--- src/rtl/mem_arb_pkg.sv ---
// Shared types and constants for the instruction/data memory port arbiter.
// Latency: n/a (package only).
// Backpressure: n/a (package only).
//
// Contents: arbiter state enum, bus widths, and a word-alignment helper.
package mem_arb_pkg;

    localparam int ADDR_W = 32;
    localparam int DATA_W = 32;
    localparam int BE_W   = 4;

    typedef enum logic [1:0] {
        IDLE  = 2'd0,
        FETCH = 2'd1,
        DATA  = 2'd2
    } arb_state_t;

    // Instruction fetches always go out as full aligned words.
    function automatic logic [ADDR_W-1:0] word_align(input logic [ADDR_W-1:0] addr);
        return {addr[ADDR_W-1:2], 2'b00};
    endfunction

endpackage

--- src/rtl/mem_arb_ibuf.sv ---
// One-entry instruction buffer: remembers the last fetched word and its tag.
// Latency: combinational lookup; fill/invalidate take effect on the next clock.
// Backpressure: none; fill and invalidate are single-cycle strobes from the arbiter.
//
// Ports:
//   clk, reset             clock and asynchronous active-high reset
//   lookup_tag             addr[31:2] of the fetch being considered
//   hit, hit_data          tag match with a valid entry, and the buffered word
//   fill_en/tag/data       write a freshly fetched word into the entry
//   inv_en/tag             completed store; clears the entry if the tag matches
module mem_arb_ibuf
    import mem_arb_pkg::*;
(
    input  logic              clk,
    input  logic              reset,
    input  logic [ADDR_W-3:0] lookup_tag,
    output logic              hit,
    output logic [DATA_W-1:0] hit_data,
    input  logic              fill_en,
    input  logic [ADDR_W-3:0] fill_tag,
    input  logic [DATA_W-1:0] fill_data,
    input  logic              inv_en,
    input  logic [ADDR_W-3:0] inv_tag
);

    logic              buf_valid;
    logic [ADDR_W-3:0] buf_tag;
    logic [DATA_W-1:0] buf_word;

    assign hit      = buf_valid && (buf_tag == lookup_tag);
    assign hit_data = buf_word;

    // Fill (fetch completion) and invalidate (store completion) come from
    // different arbiter states, so they never coincide.
    always_ff @(posedge clk or posedge reset) begin
        if (reset) begin
            buf_valid <= 1'b0;
            buf_tag   <= '0;
            buf_word  <= '0;
        end else if (fill_en) begin
            buf_valid <= 1'b1;
            buf_tag   <= fill_tag;
            buf_word  <= fill_data;
        end else if (inv_en && (inv_tag == buf_tag)) begin
            buf_valid <= 1'b0;
        end
    end

endmodule

--- src/rtl/mem_port_arbiter.sv ---
// Arbitrates instruction fetch and data load/store onto one Avalon-MM master port.
// Latency: request in IDLE at cycle 0, bus strobe cycle 1, done pulse cycle 2; +1 per wait cycle.
// Backpressure: avm_waitrequest holds all avm_* outputs and the FSM; requests are only taken in IDLE.
//
// Ports:
//   clk, reset                       clock and asynchronous active-high reset
//   fetch_req/fetch_addr             instruction fetch request
//   data_rd/data_wr/data_addr/
//   data_wdata/data_byteen           data access request (rd+wr together = write)
//   instr_out/instr_valid            fetched word and its one-cycle pulse
//   data_rdata/data_done             load result and data completion pulse
//   mem_busy                         high while a bus transfer is in progress
//   avm_*                            Avalon-MM master, all outputs registered
// Optional: define MEM_ARB_IBUF_EN to add a one-entry instruction buffer.
module mem_port_arbiter
    import mem_arb_pkg::*;
(
    input  logic              clk,
    input  logic              reset,
    input  logic              fetch_req,
    input  logic [ADDR_W-1:0] fetch_addr,
    input  logic              data_rd,
    input  logic              data_wr,
    input  logic [ADDR_W-1:0] data_addr,
    input  logic [DATA_W-1:0] data_wdata,
    input  logic [BE_W-1:0]   data_byteen,
    output logic [DATA_W-1:0] instr_out,
    output logic              instr_valid,
    output logic [DATA_W-1:0] data_rdata,
    output logic              data_done,
    output logic              mem_busy,
    output logic [ADDR_W-1:0] avm_address,
    output logic              avm_read,
    output logic              avm_write,
    output logic [DATA_W-1:0] avm_writedata,
    output logic [BE_W-1:0]   avm_byteenable,
    input  logic [DATA_W-1:0] avm_readdata,
    input  logic              avm_waitrequest
);

    arb_state_t state, state_nxt;

    logic              data_req;
    logic              bus_done;
    logic              start_data;
    logic              start_fetch;
    logic              take_hit;
    logic              ibuf_hit;
    logic [DATA_W-1:0] ibuf_word;

    assign data_req = data_rd | data_wr;
    assign bus_done = (state != IDLE) && !avm_waitrequest;
    assign mem_busy = (state != IDLE);

`ifdef MEM_ARB_IBUF_EN
    mem_arb_ibuf u_ibuf (
        .clk        (clk),
        .reset      (reset),
        .lookup_tag (fetch_addr[ADDR_W-1:2]),
        .hit        (ibuf_hit),
        .hit_data   (ibuf_word),
        .fill_en    (bus_done && (state == FETCH)),
        .fill_tag   (avm_address[ADDR_W-1:2]),
        .fill_data  (avm_readdata),
        .inv_en     (bus_done && (state == DATA) && avm_write),
        .inv_tag    (avm_address[ADDR_W-1:2])
    );
`else
    assign ibuf_hit  = 1'b0;
    assign ibuf_word = '0;
`endif

    // Next-state and per-cycle control decisions.
    always_comb begin
        state_nxt   = state;
        start_data  = 1'b0;
        start_fetch = 1'b0;
        take_hit    = 1'b0;
        case (state)
            IDLE: begin
                if (data_req) begin
                    start_data = 1'b1;
                    state_nxt  = DATA;
                end else if (fetch_req) begin
                    // A buffered hit is answered from IDLE without a bus cycle.
                    if (ibuf_hit) begin
                        take_hit = 1'b1;
                    end else begin
                        start_fetch = 1'b1;
                        state_nxt   = FETCH;
                    end
                end
            end
            FETCH, DATA: begin
                if (!avm_waitrequest) begin
                    state_nxt = IDLE;
                end
            end
            default: state_nxt = IDLE;
        endcase
    end

    always_ff @(posedge clk or posedge reset) begin
        if (reset) begin
            state <= IDLE;
        end else begin
            state <= state_nxt;
        end
    end

    // Bus strobes and result registers. Strobes are loaded on the accept edge
    // and only cleared on the completion edge, so they hold through any wait.
    always_ff @(posedge clk or posedge reset) begin
        if (reset) begin
            avm_address    <= '0;
            avm_read       <= 1'b0;
            avm_write      <= 1'b0;
            avm_writedata  <= '0;
            avm_byteenable <= '0;
            instr_out      <= '0;
            instr_valid    <= 1'b0;
            data_rdata     <= '0;
            data_done      <= 1'b0;
        end else begin
            instr_valid <= 1'b0;
            data_done   <= 1'b0;

            if (start_data) begin
                avm_address    <= data_addr;
                avm_writedata  <= data_wdata;
                avm_byteenable <= data_byteen;
                avm_write      <= data_wr;
                avm_read       <= !data_wr;
            end else if (start_fetch) begin
                avm_address    <= word_align(fetch_addr);
                avm_byteenable <= '1;
                avm_read       <= 1'b1;
                avm_write      <= 1'b0;
            end else if (take_hit) begin
                instr_out   <= ibuf_word;
                instr_valid <= 1'b1;
            end

            if (bus_done) begin
                avm_read  <= 1'b0;
                avm_write <= 1'b0;
                if (state == FETCH) begin
                    instr_out   <= avm_readdata;
                    instr_valid <= 1'b1;
                end else begin
                    data_done <= 1'b1;
                    // avm_write still reflects the finishing transfer here.
                    if (!avm_write) begin
                        data_rdata <= avm_readdata;
                    end
                end
            end
        end
    end

endmodule

--- config.mk ---
export PLATFORM = sky130hd
export DESIGN_NAME = mem_port_arbiter
export DESIGN_NICKNAME = d
export VERILOG_FILES = /design/src/rtl/mem_arb_pkg.sv /design/src/rtl/mem_arb_ibuf.sv /design/src/rtl/mem_port_arbiter.sv
export SDC_FILE = /design/constraint.sdc
export NUM_CORES = 1
export LEC_CHECK = 0
export ABC_AREA = 0
export BUFFER_PORTS_ARGS = -buffer_cell sky130_fd_sc_hd__clkbuf_2
export CAP_MARGIN = 20
export CORE_MARGIN = 2
export CORE_UTILIZATION = 40
export CTS_BUF_LIST = sky130_fd_sc_hd__clkbuf_16
export CTS_CLUSTER_SIZE = 28
export DETAILED_ROUTE_END_ITERATION = 16
export GPL_TIMING_DRIVEN = 0
export PLACE_DENSITY = 0.71
export SETUP_SLACK_MARGIN = 0.5
export SYNTH_ARGS = -nofsm -noshare
export SYNTH_HDL_FRONTEND = slang
export SYNTH_SLANG_ARGS = --single-unit
--- constraint.sdc ---
create_clock -name clk -period 9.8 [get_ports clk]
set_clock_uncertainty 0.1 [all_clocks]
set_input_delay 1.47 -clock clk [delete_from_list [all_inputs] [get_ports clk]]
set_output_delay 1.47 -clock clk [all_outputs]
set_load 0.01 [all_outputs]
* Yosys cells after proc, flatten, opt, wreduce, memory -nomap -nowiden
Index checks and enable logic that the tools add are counted.
Storage, ports and cells: bits in registers 138, bits of input ports 138, output and inout port bits 137, word-level logic and storage cells 53
Operators by class: equality and inequality tests 4, multiplexer cells 25, bitwise gates (word level) 3, reductions and logical operators 11
Operators by type and width (number):
- 2-to-1 mux 32 bit | 4
- 2-to-1 mux 1 bit | 15
- 2-to-1 mux 4 bit | 2
- 2-to-1 mux 2 bit | 3
- case mux 2 bit (2 select lines) | 1
- AND reduction 2 bit | 2
- nonzero test 2 bit | 2
- != test 3 bit (second input constant) | 1
- AND reduction 3 bit | 1
- nonzero test 3 bit | 1
- equality test 2 x 1 -> 1 bit (second input constant) | 1
- equality test 2 bit (second input constant) | 1
- zero test 1 bit | 2
- zero test 2 bit | 1
- != test 2 bit (second input constant) | 1
- NOT 1 bit | 2
- OR reduction 2 bit | 1
- logical AND 1 bit | 1
- OR 1 bit | 1

* Logic depth before layout (Yosys ltp)
depth after elaboration 6, depth in mapped cells 8, depth with buffers taken out 5

* Least setup slack after synthesis
Ideal clock, no wire load.
path kind input port to flip-flop, start in avm_waitrequest, end reg data_rdata[10], library setup time 0.125 ns, arrival time 2.381 ns, required time 9.575 ns, path slack 7.194 ns, stages 3, path buffers 1, cells stage by stage nor4_4 > buf_6 > mux2_4
Between the ends: longest elaborated chain between the ends 3
RTL lines:
- from (decl) | line mem_port_arbiter.sv:38 | input logic avm_waitrequest
- zero test 1 bit
- logical AND 1 bit | line mem_port_arbiter.sv:52 | assign bus_done = (state != IDLE) && !avm_waitrequest;
- AND reduction 3 bit (no source line)
- to (signal assigned) | line mem_port_arbiter.sv:154 | data_rdata <= avm_readdata;
- to (decl) | line mem_port_arbiter.sv:29 | output logic [DATA_W-1:0] data_rdata,
Every way passes these cells. A chain may end at the register's enable or synchronous reset.

* Worst setup path in the final report
start reg state[1], end out mem_busy
Between the ends: longest elaborated chain between the ends 1
RTL lines:
- from (decl) | line mem_port_arbiter.sv:41 | arb_state_t state, state_nxt;
- from (signal assigned) | line mem_port_arbiter.sv:107 | state <= state_nxt;
- nonzero test 2 bit | line mem_port_arbiter.sv:53 | assign mem_busy = (state != IDLE);
- to (decl) | line mem_port_arbiter.sv:31 | output logic mem_busy,
Every way passes these cells.

==> impl_metrics.ini <==
[status]
status = complete, no violations

[clock_network]
clkTransAtPathRegs_ps = 60
post_cts_resize_count = 0
ctsHoldBuffers = 0
htree_levels = 4
cts.sinks = 138
clockBufferDepth = 2
cts_tree = yes
cts_buffers = 17
clock_latency_ps = 410
cts_root_buffer = clkbuf_16
cts_setup_buffers = 0

[power_and_ir_drop]
design_power_total_mw = 2.89
irDropWorstVdd_mv = 0.208
switching_power_mw = 0.979
power_frac_clock_pct = 24.1
p_seq_share_pct = 35.2
sw_frac_of_total_pct = 33.9
pwr-share-comb_pct = 40.7
cell_internal_pwr_mw = 1.91
power_leakage_nw = 4.13
power_density_mw_per_mm2 = 364

[route]
drc = 0
finalWirelength_um = 13400
drt-pass1-iter-count = 4
drtAntennaViolNets = 0
detail_route.wl_per_cell_um = 15.4
vias = 4094
drtIter0Drc = 160
via_per_inst = 4.72

[floorplanning]
fp.dieH_um = 123
die-area_mm2 = 0.0151
rows = 43
num_io_pins = 275
fp.dieW_um = 123
start_util_pct = 40.9
core_region_area_mm2 = 0.0138

[final_layout]
area.growth.synth_to_final_pct = 40.1
drive_gt1_share_pct = 59.7
fin_nets = 816
fillers = 1148
antenna_cells = 0

[worst_setup_path]
rr_worst_depth = 6
path_class = register to output port
crit_path_max_incr_delay_ps = 380
path_max_fanout = 4
end_kind = output port
cp_cell_sequence = inv_1 -> ha_1 -> inv_1 -> clkbuf_2
crit_family = flip-flops
cp.required_ps = 8230
crit_path_start_kind = register
crit_arrival_ps = 1300
crit_cells = 4
crit_start = state[1]
slowest_stage = dfrtp_1
crit_top_cell = inv_1
reg2reg_from = state[0]
worst-path-buf-inv = 3

[sta]
period_needed_ps = 2870
timing.fmax_mhz = 349
relSlewSlack_pct = 63.3
slew_viol_final = 0
worst_pin_slew_ps = 551
rsz0062_at_grt = false
fin_crit_sh_pct = 29.3
finalSetupViolCount = 0
whs_ps = 377
hold_violations = 0
tns_ps = 0

[grt]
gr-total-overflow = 0
use_met2_pct = 29.8
grt_pass1_vias = 4143
grt_use_met3_pct = 6.97
antenna_found_initial = 0
grt_use_met1_pct = 19.9
busiest_layer = met2
track_usage_pct = 17.7
grt_max_degree = 80
grt_pass1_wl_um = 20200

[flow_run]
maxCapViolCount = 0

[logic_synthesis]
synth.net_count = 524
synth.avg_cell_area_um2 = 14.8
syn_area_mm2 = 0.00565
synth-seq-area-share_pct = 61.1
ys_warn_count = 0
netlist_instances = 383
synth_cell_types = 24
ys_seq_elements = 138

[place]
finalWeightedCongestion = 0.752
io_buffer_count = 272
dp_hpwl_um = 10300

[worst_hold_path]
hold_depth = 2
hp-start = avm_address[22]
min_path_type = register to register
-- sequential cells by signal, indices dropped and copies added (netlist names) --
name	cells
data_done	1
avm_address	32
instr_out	32
instr_valid	1
state	2
avm_writedata	32
avm_byteenable	4
data_rdata	32
avm_read	1
avm_write	1
-- power by group through the flow --
stage	Clock, mW	Combinational [mW]	Sequential (mW)
floorplan	0	0.601	1.14
global placement	0	1.16	1.01
detailed placement	0	1.19	1.02
CTS	0.709	1.20	1.02
global route	0.740	1.28	1.05
finish	0.695	1.18	1.02
-- kinds of logic after synthesis --
kind of cell	share of synthesized area (%)
adders and majority gates	0.664
DFF	61.1
muxes	27.0
and+or+nand+nor	2.95
buffers and inverters	3.26
AOI/OAI and AO/OA	5.03
-- cell usage after synthesis --
| master | instances | area (um^2) |
|---|---|---|
| mux2i_1 | 32 | 320 |
| a21oi_1 | 3 | 15.0 |
| mux2_1 | 9 | 101 |
| nand2_1 | 33 | 124 |
| a22o_1 | 3 | 26.3 |
| and3_1 | 1 | 6.26 |
| ha_1 | 3 | 37.5 |
| o21a_1 | 1 | 7.51 |
| a311oi_2 | 1 | 15.0 |
| nor2_1 | 4 | 15.0 |
| o31ai_4 | 1 | 21.3 |
| o21ai_0 | 21 | 105 |
| o22a_1 | 4 | 35.0 |
| buf_2 | 3 | 15.0 |
| clkbuf_1 | 6 | 22.5 |
| o21ai_2 | 1 | 8.76 |
| dfrtp_1 | 138 | 3450 |
| buf_6 | 7 | 78.8 |
| mux2_2 | 58 | 653 |
| o21ai_1 | 10 | 50.1 |
| nor4_4 | 1 | 21.3 |
| buf_4 | 5 | 37.5 |
| inv_1 | 8 | 30.0 |
| mux2_4 | 30 | 450 |
-- metrics by stage --
step	instances	utilization (%)	area [um^2]	setup WS (ps)
3_5_place_dp	836	52.6	7270	6870
5_1_grt	868	57.3	7920	6830
4_1_cts	868	57.3	7920	6910
3_3_place_gp	835	52.3	7240	3250
6_report	868	57.3	7920	6930
2_1_floorplan	383	-	5650	4530
-- worst min-delay path, delay by kind of cell (launching register included) --
family,cells,cell delay [ps]
AO/OA/AOI/OAI,1,60
flip-flops,1,340
AND/OR/NAND/NOR,1,50
-- per-layer routing --
layer / vias up / wire [um]
li1: 1922 / -
met1: 1969 / 5350
met2: 186 / 6600
met3: 17 / 1180
met4: 0 / 230
met5: - / 0
-- path summary, 6_finish.rpt --
| check | to | slack (ps) |
|---|---|---|
| max in group asynchronous | instr_out[15] | 7840 |
| min reg2reg | avm_address[22] | 380 |
| min in group asynchronous | avm_writedata[29] | 1010 |
| min | avm_address[22] | 380 |
| max reg2reg | data_rdata[2] | 7700 |
| max | mem_busy | 6930 |
-- cell usage in the layout, fill, tap and decap left out --
cell        count
a21oi_1         3
a22o_1          3
a311oi_2        1
and3_1          1
buf_16          1
buf_2           3
buf_4           5
buf_6           7
bufinv_16       5
clkbuf_1        6
clkbuf_16      17
clkbuf_2      272
clkinv_4        2
clkinvlp_4      4
dfrtp_1       138
ha_1            3
inv_1           9
inv_6           3
mux2_1          9
mux2_2         58
mux2_4         30
mux2i_1        32
nand2_1        33
nor2_1          4
nor4_4          1
o21a_1          1
o21ai_0        21
o21ai_1        10
o21ai_2         1
o22a_1          4
o31ai_4         1
-- layout make-up --
| class | count | area (um^2) | area share [%] |
|---|---|---|---|
| tap | 180 | 225 | 2.84 |
| timing repair buffer | 273 | 1390 | 17.5 |
| clock inverter | 15 | 223 | 2.81 |
| buffer | 21 | 154 | 1.94 |
| clock buffer | 17 | 425 | 5.37 |
| inverter | 8 | 35.0 | 0.442 |
| multi-input combinational | 216 | 2010 | 25.4 |
| sequential | 138 | 3450 | 43.6 |
Power figures use the tool's default switching activity.
